### src/rtl/hht_val_buffer_if.sv
// Bus bundle for hht_val_buffer: gather-control inputs, CPU load port and FIFO status.
// The HHT/CPU side drives through master; the buffer attaches as slave.
interface hht_val_buffer_if #(
   parameter int DEPTH = 8
);
   localparam int CW = $clog2(DEPTH) + 1;

   logic          start;
   logic [31:0]   csize;
   logic          wn;
   logic [31:0]   dataIn;
   logic          cpu_req;
   logic [31:0]   cpu_addr;
   logic [31:0]   dataOut;
   logic          valid_out;
   logic          stall;
   logic          full;
   logic          empty;
   logic [CW-1:0] count;
   logic          done;
   logic          ovf;

   modport master (
      output start, csize, wn, dataIn, cpu_req, cpu_addr,
      input  dataOut, valid_out, stall, full, empty, count, done, ovf
   );

   modport slave (
      input  start, csize, wn, dataIn, cpu_req, cpu_addr,
      output dataOut, valid_out, stall, full, empty, count, done, ovf
   );
endinterface

### src/rtl/hht_val_buffer.sv
// FIFO of gathered vector values popped by CPU loads from CPU_PORT; a gather of csize elements.
// Optional macro HHT_BUF_FWD_EN: a hit meeting an empty FIFO with a same-cycle push forwards dataIn.
module hht_val_buffer #(
   parameter int          DEPTH    = 8,
   parameter logic [31:0] CPU_PORT = 32'd126
) (
   input  logic            Clk,
   input  logic            Rst,
   hht_val_buffer_if.slave bus,
   output logic [1:0]      dbg_state
);
   localparam int AW = $clog2(DEPTH);
   localparam int CW = AW + 1;

   typedef enum logic [1:0] {
      S_IDLE   = 2'd0,
      S_ACTIVE = 2'd1,
      S_DONE   = 2'd2
   } state_t;

   state_t        state_q, state_d;
   logic [AW-1:0] wr_ptr_q, wr_ptr_d;
   logic [AW-1:0] rd_ptr_q, rd_ptr_d;
   logic [CW-1:0] count_q, count_d;
   logic [31:0]   remaining_q, remaining_d;
   logic [31:0]   data_out_q, data_out_d;
   logic          valid_out_q, valid_out_d;
   logic          full_q, full_d;
   logic          empty_q, empty_d;
   logic          ovf_q, ovf_d;
   logic [31:0]   mem_q [DEPTH];

   logic hit, active, fwd, pop, push, deliver;

   assign hit    = bus.cpu_req && (bus.cpu_addr == CPU_PORT);
   assign active = (state_q == S_ACTIVE);

   // start owns the cycle, so no transfer may ride along with it.
`ifdef HHT_BUF_FWD_EN
   assign fwd = active && !bus.start && hit && bus.wn && empty_q;
`else
   assign fwd = 1'b0;
`endif
   assign pop     = active && !bus.start && hit && !empty_q;
   assign push    = active && !bus.start && bus.wn && !fwd && (!full_q || pop);
   assign deliver = pop || fwd;

   always_comb begin
      state_d     = state_q;
      wr_ptr_d    = wr_ptr_q;
      rd_ptr_d    = rd_ptr_q;
      count_d     = count_q;
      remaining_d = remaining_q;
      data_out_d  = data_out_q;
      valid_out_d = 1'b0;
      ovf_d       = ovf_q;

      if (bus.start) begin
         state_d     = (bus.csize == 32'd0) ? S_DONE : S_ACTIVE;
         wr_ptr_d    = '0;
         rd_ptr_d    = '0;
         count_d     = '0;
         remaining_d = bus.csize;
         ovf_d       = 1'b0;
      end else if (active) begin
         if (push) begin
            wr_ptr_d = wr_ptr_q + 1'b1;
         end
         if (pop) begin
            rd_ptr_d   = rd_ptr_q + 1'b1;
            data_out_d = mem_q[rd_ptr_q];
         end
         if (fwd) begin
            data_out_d = bus.dataIn;
         end
         if (deliver) begin
            valid_out_d = 1'b1;
            remaining_d = remaining_q - 32'd1;
            if (remaining_q == 32'd1) begin
               state_d = S_DONE;
            end
         end
         // A strobe that neither lands in the FIFO nor forwards is a lost value.
         if (bus.wn && !push && !fwd) begin
            ovf_d = 1'b1;
         end
         case ({push, pop})
            2'b10:   count_d = count_q + 1'b1;
            2'b01:   count_d = count_q - 1'b1;
            default: count_d = count_q;
         endcase
      end

      full_d  = (count_d == CW'(DEPTH));
      empty_d = (count_d == '0);
   end

   always_ff @(posedge Clk) begin
      if (!Rst) begin
         state_q     <= S_IDLE;
         wr_ptr_q    <= '0;
         rd_ptr_q    <= '0;
         count_q     <= '0;
         remaining_q <= '0;
         data_out_q  <= '0;
         valid_out_q <= 1'b0;
         full_q      <= 1'b0;
         empty_q     <= 1'b1;
         ovf_q       <= 1'b0;
      end else begin
         state_q     <= state_d;
         wr_ptr_q    <= wr_ptr_d;
         rd_ptr_q    <= rd_ptr_d;
         count_q     <= count_d;
         remaining_q <= remaining_d;
         data_out_q  <= data_out_d;
         valid_out_q <= valid_out_d;
         full_q      <= full_d;
         empty_q     <= empty_d;
         ovf_q       <= ovf_d;
      end
   end

   // Storage needs no reset: count and pointers decide what is readable.
   always_ff @(posedge Clk) begin
      if (push) begin
         mem_q[wr_ptr_q] <= bus.dataIn;
      end
   end

   assign bus.dataOut   = data_out_q;
   assign bus.valid_out = valid_out_q;
   assign bus.stall     = active && hit && empty_q && !fwd;
   assign bus.full      = full_q;
   assign bus.empty     = empty_q;
   assign bus.count     = count_q;
   assign bus.done      = (state_q == S_DONE);
   assign bus.ovf       = ovf_q;
   assign dbg_state     = state_q;
endmodule

### src/flat_wrapper.sv
// flat-port wrapper written by rule: the top's interface ports become plain ports
module hht_val_buffer_flat 
#(
   parameter int          DEPTH    = 8,
   parameter logic [31:0] CPU_PORT = 32'd126
)
  (Clk, Rst, dbg_state, bus_start, bus_csize, bus_wn, bus_dataIn, bus_cpu_req, bus_cpu_addr, bus_dataOut, bus_valid_out, bus_stall, bus_full, bus_empty, bus_count, bus_done, bus_ovf);
  hht_val_buffer_if #(.DEPTH(DEPTH)) bus_i ();
  input  logic Clk;
  input  logic Rst;
  output logic [1:0] dbg_state;
  input wire logic [$bits(bus_i.start)-1:0] bus_start;
  input wire logic [$bits(bus_i.csize)-1:0] bus_csize;
  input wire logic [$bits(bus_i.wn)-1:0] bus_wn;
  input wire logic [$bits(bus_i.dataIn)-1:0] bus_dataIn;
  input wire logic [$bits(bus_i.cpu_req)-1:0] bus_cpu_req;
  input wire logic [$bits(bus_i.cpu_addr)-1:0] bus_cpu_addr;
  output wire logic [$bits(bus_i.dataOut)-1:0] bus_dataOut;
  output wire logic [$bits(bus_i.valid_out)-1:0] bus_valid_out;
  output wire logic [$bits(bus_i.stall)-1:0] bus_stall;
  output wire logic [$bits(bus_i.full)-1:0] bus_full;
  output wire logic [$bits(bus_i.empty)-1:0] bus_empty;
  output wire logic [$bits(bus_i.count)-1:0] bus_count;
  output wire logic [$bits(bus_i.done)-1:0] bus_done;
  output wire logic [$bits(bus_i.ovf)-1:0] bus_ovf;
  assign bus_i.start = bus_start;
  assign bus_i.csize = bus_csize;
  assign bus_i.wn = bus_wn;
  assign bus_i.dataIn = bus_dataIn;
  assign bus_i.cpu_req = bus_cpu_req;
  assign bus_i.cpu_addr = bus_cpu_addr;
  assign bus_dataOut = bus_i.dataOut;
  assign bus_valid_out = bus_i.valid_out;
  assign bus_stall = bus_i.stall;
  assign bus_full = bus_i.full;
  assign bus_empty = bus_i.empty;
  assign bus_count = bus_i.count;
  assign bus_done = bus_i.done;
  assign bus_ovf = bus_i.ovf;
  hht_val_buffer #(.DEPTH(DEPTH), .CPU_PORT(CPU_PORT)) u_core (.Clk(Clk), .Rst(Rst), .bus(bus_i), .dbg_state(dbg_state));
endmodule
### config.mk
export PLATFORM = sky130hd
export DESIGN_NAME = hht_val_buffer_flat
export DESIGN_NICKNAME = d
export VERILOG_FILES = /design/src/rtl/hht_val_buffer_if.sv /design/src/rtl/hht_val_buffer.sv /design/src/flat_wrapper.sv
export SDC_FILE = /design/constraint.sdc
export NUM_CORES = 1
export LEC_CHECK = 0
export BUFFER_PORTS_ARGS = -buffer_cell sky130_fd_sc_hd__clkbuf_2
export CORE_MARGIN = 8
export CORE_UTILIZATION = 63
export DETAILED_ROUTE_END_ITERATION = 7
export MAX_ROUTING_LAYER = met4
export PLACE_DENSITY_LB_ADDON = 0.15
export SYNTH_ARGS = -nofsm -noshare
export SYNTH_HDL_FRONTEND = slang
export SYNTH_SLANG_ARGS = --single-unit
### constraint.sdc
create_clock -name Clk -period 8.95 [get_ports Clk]
set_clock_uncertainty 0.2 [all_clocks]
set_input_delay 0.4475 -clock Clk [delete_from_list [all_inputs] [get_ports Clk]]
set_output_delay 0.4475 -clock Clk [all_outputs]
set_load 0.1 [all_outputs]
After elaboration in Yosys (flattened, before gate mapping)
Memory sizes are Yosys's and may differ from the RTL's. A register that Yosys moved wholly into a read port is not among the register bits.
Cells that the tools add are included.

cells by class
  $add $sub $neg = 5
  equal/unequal tests = 7
  multiplexer cells = 14
  bitwise logic cells = 3
  reduce and logical (&&, ||, !) cells = 28

operator list
  operator                                                                 count
  32-bit 2-to-1 mux                                                        3
  32-bit by 1-bit equality test with 1-bit output (second input constant)  1
  32-bit by 7-bit equality test with 1-bit output (second input constant)  1
  32-bit logical NOT                                                       1
  32-bit by 1-bit subtractor with 32-bit output (second input constant)    1
  2-bit 2-to-1 mux                                                         5
  1-bit logical AND                                                        9
  4-bit 2-to-1 mux                                                         2
  4-bit case mux with 2 select lines                                       1
  2-bit AND reduction                                                      4
  3-bit by 1-bit adder with 3-bit output (second input constant)           2
  3-bit AND reduction                                                      2
  2-bit nonzero test                                                       3
  1-bit logical NOT                                                        5
  4-bit by 1-bit adder with 4-bit output (second input constant)           1
  2-bit by 1-bit equality test with 1-bit output (second input constant)   2
  2-bit equality test (second input constant)                              2
  4-bit equality test (second input constant)                              1
  4-bit logical NOT                                                        1
  4-bit by 1-bit subtractor with 4-bit output (second input constant)      1
  1-bit 2-to-1 mux                                                         3
  1-bit inverter                                                           3
  3-bit OR reduction                                                       1
  2-bit OR reduction                                                       1
  1-bit logical OR                                                         1

storage, ports and cells
  register bits = 48
  bits in writable memories = 256
  memories = 1

memories
  memory        depth  width  rd ports  clocked after memory_dff  wr ports  RTL line              RTL
  u_core.mem_q  8      32     1         1                         1         hht_val_buffer.sv:31  logic [31:0] mem_q [DEPTH];

Longest topological paths before layout
  depth in word-level cells = 11
  depth in mapped cells = 14

Worst setup path after synthesis
No wires, ideal clock.

  path type = flip-flop to flip-flop
  start = reg u_core.state_q[0], in the netlist u_core.dbg_state[0]
  end = mem u_core.mem_q[2][0], enable pin
  arrival time = 5.643 ns
  required time = 8.237 ns
  setup slack = 2.594 ns
  cell stages (with the launch flop) = 7
  period minus slack after synthesis = 6.356 ns
  path through = dfxtp_1 -> nand2b_1 -> or4_4 -> o31a_2 -> nor2_1 -> inv_1 -> nor4b_1

between the ends
  word-level cells in the longest chain between the ends = 8

ends and longest elaborated chain
  what                                              RTL line                                    RTL
  start, declared                                   hht_val_buffer.sv:21                        state_t state_q, state_d;
  start signal, assigned                            hht_val_buffer.sv:111                       state_q <= state_d;
  2-bit by 1-bit equality test with 1-bit output *  hht_val_buffer.sv:36                        assign active = (state_q == S_ACTIVE);
  1-bit logical AND *                               hht_val_buffer.sv:44, hht_val_buffer.sv:45
  1-bit logical AND (2 in series)                   hht_val_buffer.sv:44                        assign pop = active && !bus.start && hit && !empty_q;
  1-bit logical OR                                  hht_val_buffer.sv:45                        assign push = active && !bus.start && bus.wn && !fwd && (!full_q || pop);
  1-bit logical AND *                               hht_val_buffer.sv:45
  1-bit 2-to-1 mux *                                hht_val_buffer.sv:126                       if (push) begin
  1-bit 2-to-1 mux (implied by the code) *          hht_val_buffer.sv:127                       mem_q[wr_ptr_q] <= bus.dataIn;
  end, declared                                     hht_val_buffer.sv:31

Mark *: on every way between the ends. The rest lies on a longest branch, timed or not.

Worst setup path after layout
  start = in bus_cpu_addr[9]
  end = reg u_core.empty_q, in the netlist u_core.bus.empty

between the ends
  word-level cells in the longest chain between the ends = 11

ends and longest elaborated chain
  what                                                                                   RTL line               RTL
  start, declared                                                                        flat_wrapper.sv:17     input wire logic [$bits(bus_i.cpu_addr)-1:0] bus_cpu_addr;
  32-bit by 7-bit equality test with 1-bit output *                                      hht_val_buffer.sv:35   assign hit = bus.cpu_req && (bus.cpu_addr == CPU_PORT);
  1-bit logical AND *                                                                    hht_val_buffer.sv:35
  1-bit logical AND * (2 in series)                                                      hht_val_buffer.sv:44
  1-bit logical OR                                                                       hht_val_buffer.sv:45
  1-bit logical AND                                                                      hht_val_buffer.sv:45
  2-bit by 1-bit equality test with 1-bit output or 2-bit equality test (tied branches)  hht_val_buffer.sv:87   case ({push, pop})
  4-bit case mux with 2 select lines *                                                   hht_val_buffer.sv:87
  4-bit 2-to-1 mux *                                                                     hht_val_buffer.sv:65   end else if (active) begin
  4-bit 2-to-1 mux *                                                                     hht_val_buffer.sv:58   if (bus.start) begin
  4-bit logical NOT *                                                                    hht_val_buffer.sv:95   empty_d = (count_d == '0);
  end signal, assigned                                                                   hht_val_buffer.sv:119  empty_q <= empty_d;
  end, declared                                                                          hht_val_buffer.sv:29   logic empty_q, empty_d;

Marks and branches as above.
A chain may end at the register's enable or synchronous reset.

==> flow_summary.json <==
{
  "viasPerCell": 6.383,
  "gp_congestion": 0.8270,
  "relSlewSlack_pct": 25.95,
  "place.port_buffers": 144,
  "dp_hpwl_mm": 18.06,
  "synth_top_area_share_pct": 56.74,
  "crit_type": "primary input to register",
  "initialDrtViolationCount": 649,
  "clockBufferDepth": 3,
  "cp-start-kind": "primary input",
  "syn-num-nets": 968,
  "hold_start": "bus_dataIn[26]",
  "maxSlewViolCount": 0,
  "areaGrowthSynthToFinish_pct": 16.57,
  "clkLatencyLatePin_ns": 0.51,
  "postSynthAreaPerCell_um2": 15.75,
  "peakVddDrop_mv": 0.2217,
  "synth_seq_cells": 336,
  "path_cells": "clkbuf_2 > or4b_4 > nor4_1 > nand3_1 > clkinv_2 > ha_1 > xor2_1 > ha_1 > a21oi_1 > xor2_1 > or3_1 > and2_1 > a31o_2",
  "hold_class": "primary input to register",
  "die_w_um": 162.6,
  "run_status": "finished, final reports clean",
  "r2r-end": "u_core.bus.empty",
  "r2r-start": "u_core.dbg_state[0]",
  "critPathCaptureType": "register",
  "final_nets": 1129,
  "die_h_um": 162.6,
  "dp.cells": 1249,
  "dr.pass1.iters": 5,
  "setup_viol": 0,
  "htreeDepth": 2,
  "final_cells": 1323,
  "antenna_found_initial": 0,
  "worst_slack_ns": 4.926,
  "ys_warn_count": 0,
  "max_stage_delay_ns": 0.75,
  "cp.arrival_ns": 4.22,
  "ys_top_cells_by_count": "edfxtp_1 (256), dfxtp_1 (80), mux4_2 (64), nor2_1 (56), nand2_1 (46)",
  "grt_pass1_wl_mm": 47.41,
  "post_drt_wl_per_cell_um": 22.94,
  "reg2reg_depth": 12,
  "crit_path_max_fanout": 22,
  "drtAntennaViolNets": 0,
  "min_period_ns": 4.024,
  "ys_seq_area_share_pct": 68.56,
  "vias": 8445,
  "pre_cts_ws_ns": 4.424,
  "synth_edf_count": 256,
  "cap_violations": 0,
  "syn_inst": 860,
  "grt_pass1_vias": 8545,
  "reg2reg_slack_ns": 4.97,
  "utilization_pct": 74.89,
  "tns_ns": 0,
  "antenna_cells": 0,
  "initial_core_util_pct": 64.25,
  "synth_top_area_cell": "edfxtp_1",
  "cts-root-buf": "clkbuf_16",
  "synth_cell_type_count": 61,
  "cts-resized-gates": 0,
  "dieArea_um2": 26450,
  "grt_use_total_pct": 23.64,
  "rows": 53,
  "boundaryPins": 145,
  "n_fill_cell": 1285,
  "clk_pin_slew_ns": 0.06,
  "post_cts_buffers": 0,
  "fmax_mhz": 248.5,
  "yosysMostFrequentCell": "edfxtp_1",
  "crit_path_top_delay_cell": "nand3_1",
  "ys.flop_type": "edfxtp_1",
  "cts_tree": "built",
  "grt_setup_unrepaired": "no",
  "powerDensity_nw_per_um2": 202.1,
  "cts-buffers-inserted": 35,
  "layout-drive-gt1-share_pct": 28.82,
  "clock_sink_count": 336,
  "worst_slew_pin_slew_ns": 1.105,
  "synthTopCellsByArea": "edfxtp_1 (57%), dfxtp_1 (12%), mux4_2 (11%)",
  "hold_viol": 0,
  "remaining_drc_errors": 0,
  "netlist_area_um2": 13550,
  "critical_path_required_ns": 9.15,
  "coreArea_um2": 21090,
  "gr-total-overflow": 0,
  "whs_path_depth": 1,
  "post-route-period-util_pct": 44.96,
  "leakagePower_nw": 5.207,
  "grt_max_degree": 85,
  "min_to": "u_core.mem_q[2][26]",
  "synthArstFlopShare_pct": 0,
  "wl_mm": 30.35
}
-- power breakdown --
group	leakage (nW)	total, mW	internal [mW]	switching, mW
logic	1.71	0.129	0.0464	0.0829
clock network	0.541	1.36	0.787	0.577
registers	2.96	1.70	1.69	0.0110
-- cells in the final DEF (no fill, tap or decap), types with 17 or more instances in the layout --
cell type  synthesis  final
edfxtp_1         256    256
clkbuf_2           0    144
dfxtp_1           80     77
mux4_2            64     64
nor2_1            56     55
nand2_1           46     46
clkbuf_16          0     36
mux2i_1           32     32
a211oi_1          32     32
buf_4              1     20
nor4_1            20     19
a21oi_1           19     19
nor3_1            20     18
o21ai_0           17     17
-- how the worst max path moves through the flow --
stage,start,end,slack (ns),cells past startpoint
after floorplan,u_core.dbg_state[0],u_core.mem_q[2][0],2.59,6
after global placement,bus_cpu_addr[9],u_core.bus.empty,4.54,13
after detailed placement,bus_cpu_addr[9],u_core.bus.empty,4.42,13
after CTS,bus_cpu_addr[9],u_core.bus.empty,4.94,13
after global routing,bus_cpu_addr[9],u_core.bus.empty,4.65,13
final,bus_cpu_addr[9],u_core.bus.empty,4.93,13
-- flip-flops by register name (all words and copies together), names as in the netlist --
signal,flops
u_core.wr_ptr_q,3
u_core.mem_q,256
u_core.bus.count,4
u_core.bus.dataOut,32
u_core.bus.valid_out,1
u_core.dbg_state,2
u_core.bus.full,1
u_core.bus.ovf,1
u_core.remaining_q,32
u_core.bus.empty,1
u_core.rd_ptr_q,3
-- what timing repair did --
action                                 4_1_cts  5_1_grt
hold buffers                                 9        1
setup endpoints to repair                    0        0
endpoints found under the hold margin       68        1
-- critical path: cells and delay by family --
kind | cells | cell delay [ns]
adders and majority gates | 2 | 0.48
buffers and inverters | 2 | 0.50
xor gates and xnor gates | 2 | 0.33
AOI/OAI and AO/OA | 2 | 0.25
and+or+nand+nor | 5 | 2.21
-- logic make-up (layout without fill, tap and decap cells) --
logic type                 count (synthesis)  after routing  synth area share [%]
adders and majority gates                  7              7                0.6464
AOI/OAI and AO/OA                        142            142                 7.536
muxes                                     96             96                 13.00
buffers and inverters                     65            253                 1.995
xor gates and xnor gates                   7              7                0.4525
and+or+nand+nor                          207            207                 7.804
DFF                                      336            336                 68.56
-- cell type report --
type	instances	area, µm²	share of cell area (%)
clock inverter	14	86.33	0.5467
clock buffer	50	1003	6.354
tap	275	344.1	2.179
inverter	15	57.56	0.3644
multi-input combinational	459	4035	25.55
timing repair buffer	174	970.9	6.148
sequential	336	9295	58.86
-- layer usage --
| layer | vias to the layer above | share of wire (%) | global-route usage [%] |
|---|---|---|---|
| met5 | - | 0 | - |
| met4 | 0 | 2.3 | 7.965 |
| met3 | 58 | 6.3 | 3.918 |
| met2 | 308 | 51 | 38.45 |
| met1 | 4252 | 41 | 30.05 |
| li1 | 3827 | - | - |
-- stage by stage --
step | instance area, µm² | hold slack, ns | power, mW
3_3_place_gp | 14600 | 0.2346 | 1.850
5_1_grt | 15790 | 0.008860 | 3.276
4_1_cts | 15780 | 0.00003858 | 3.201
2_1_floorplan | 13550 | 0.2396 | 1.796
3_5_place_dp | 14600 | 0.2394 | 1.854
6_report | 15790 | 0.01165 | 3.192
Note: power is estimated with default switching activity, not from simulation.
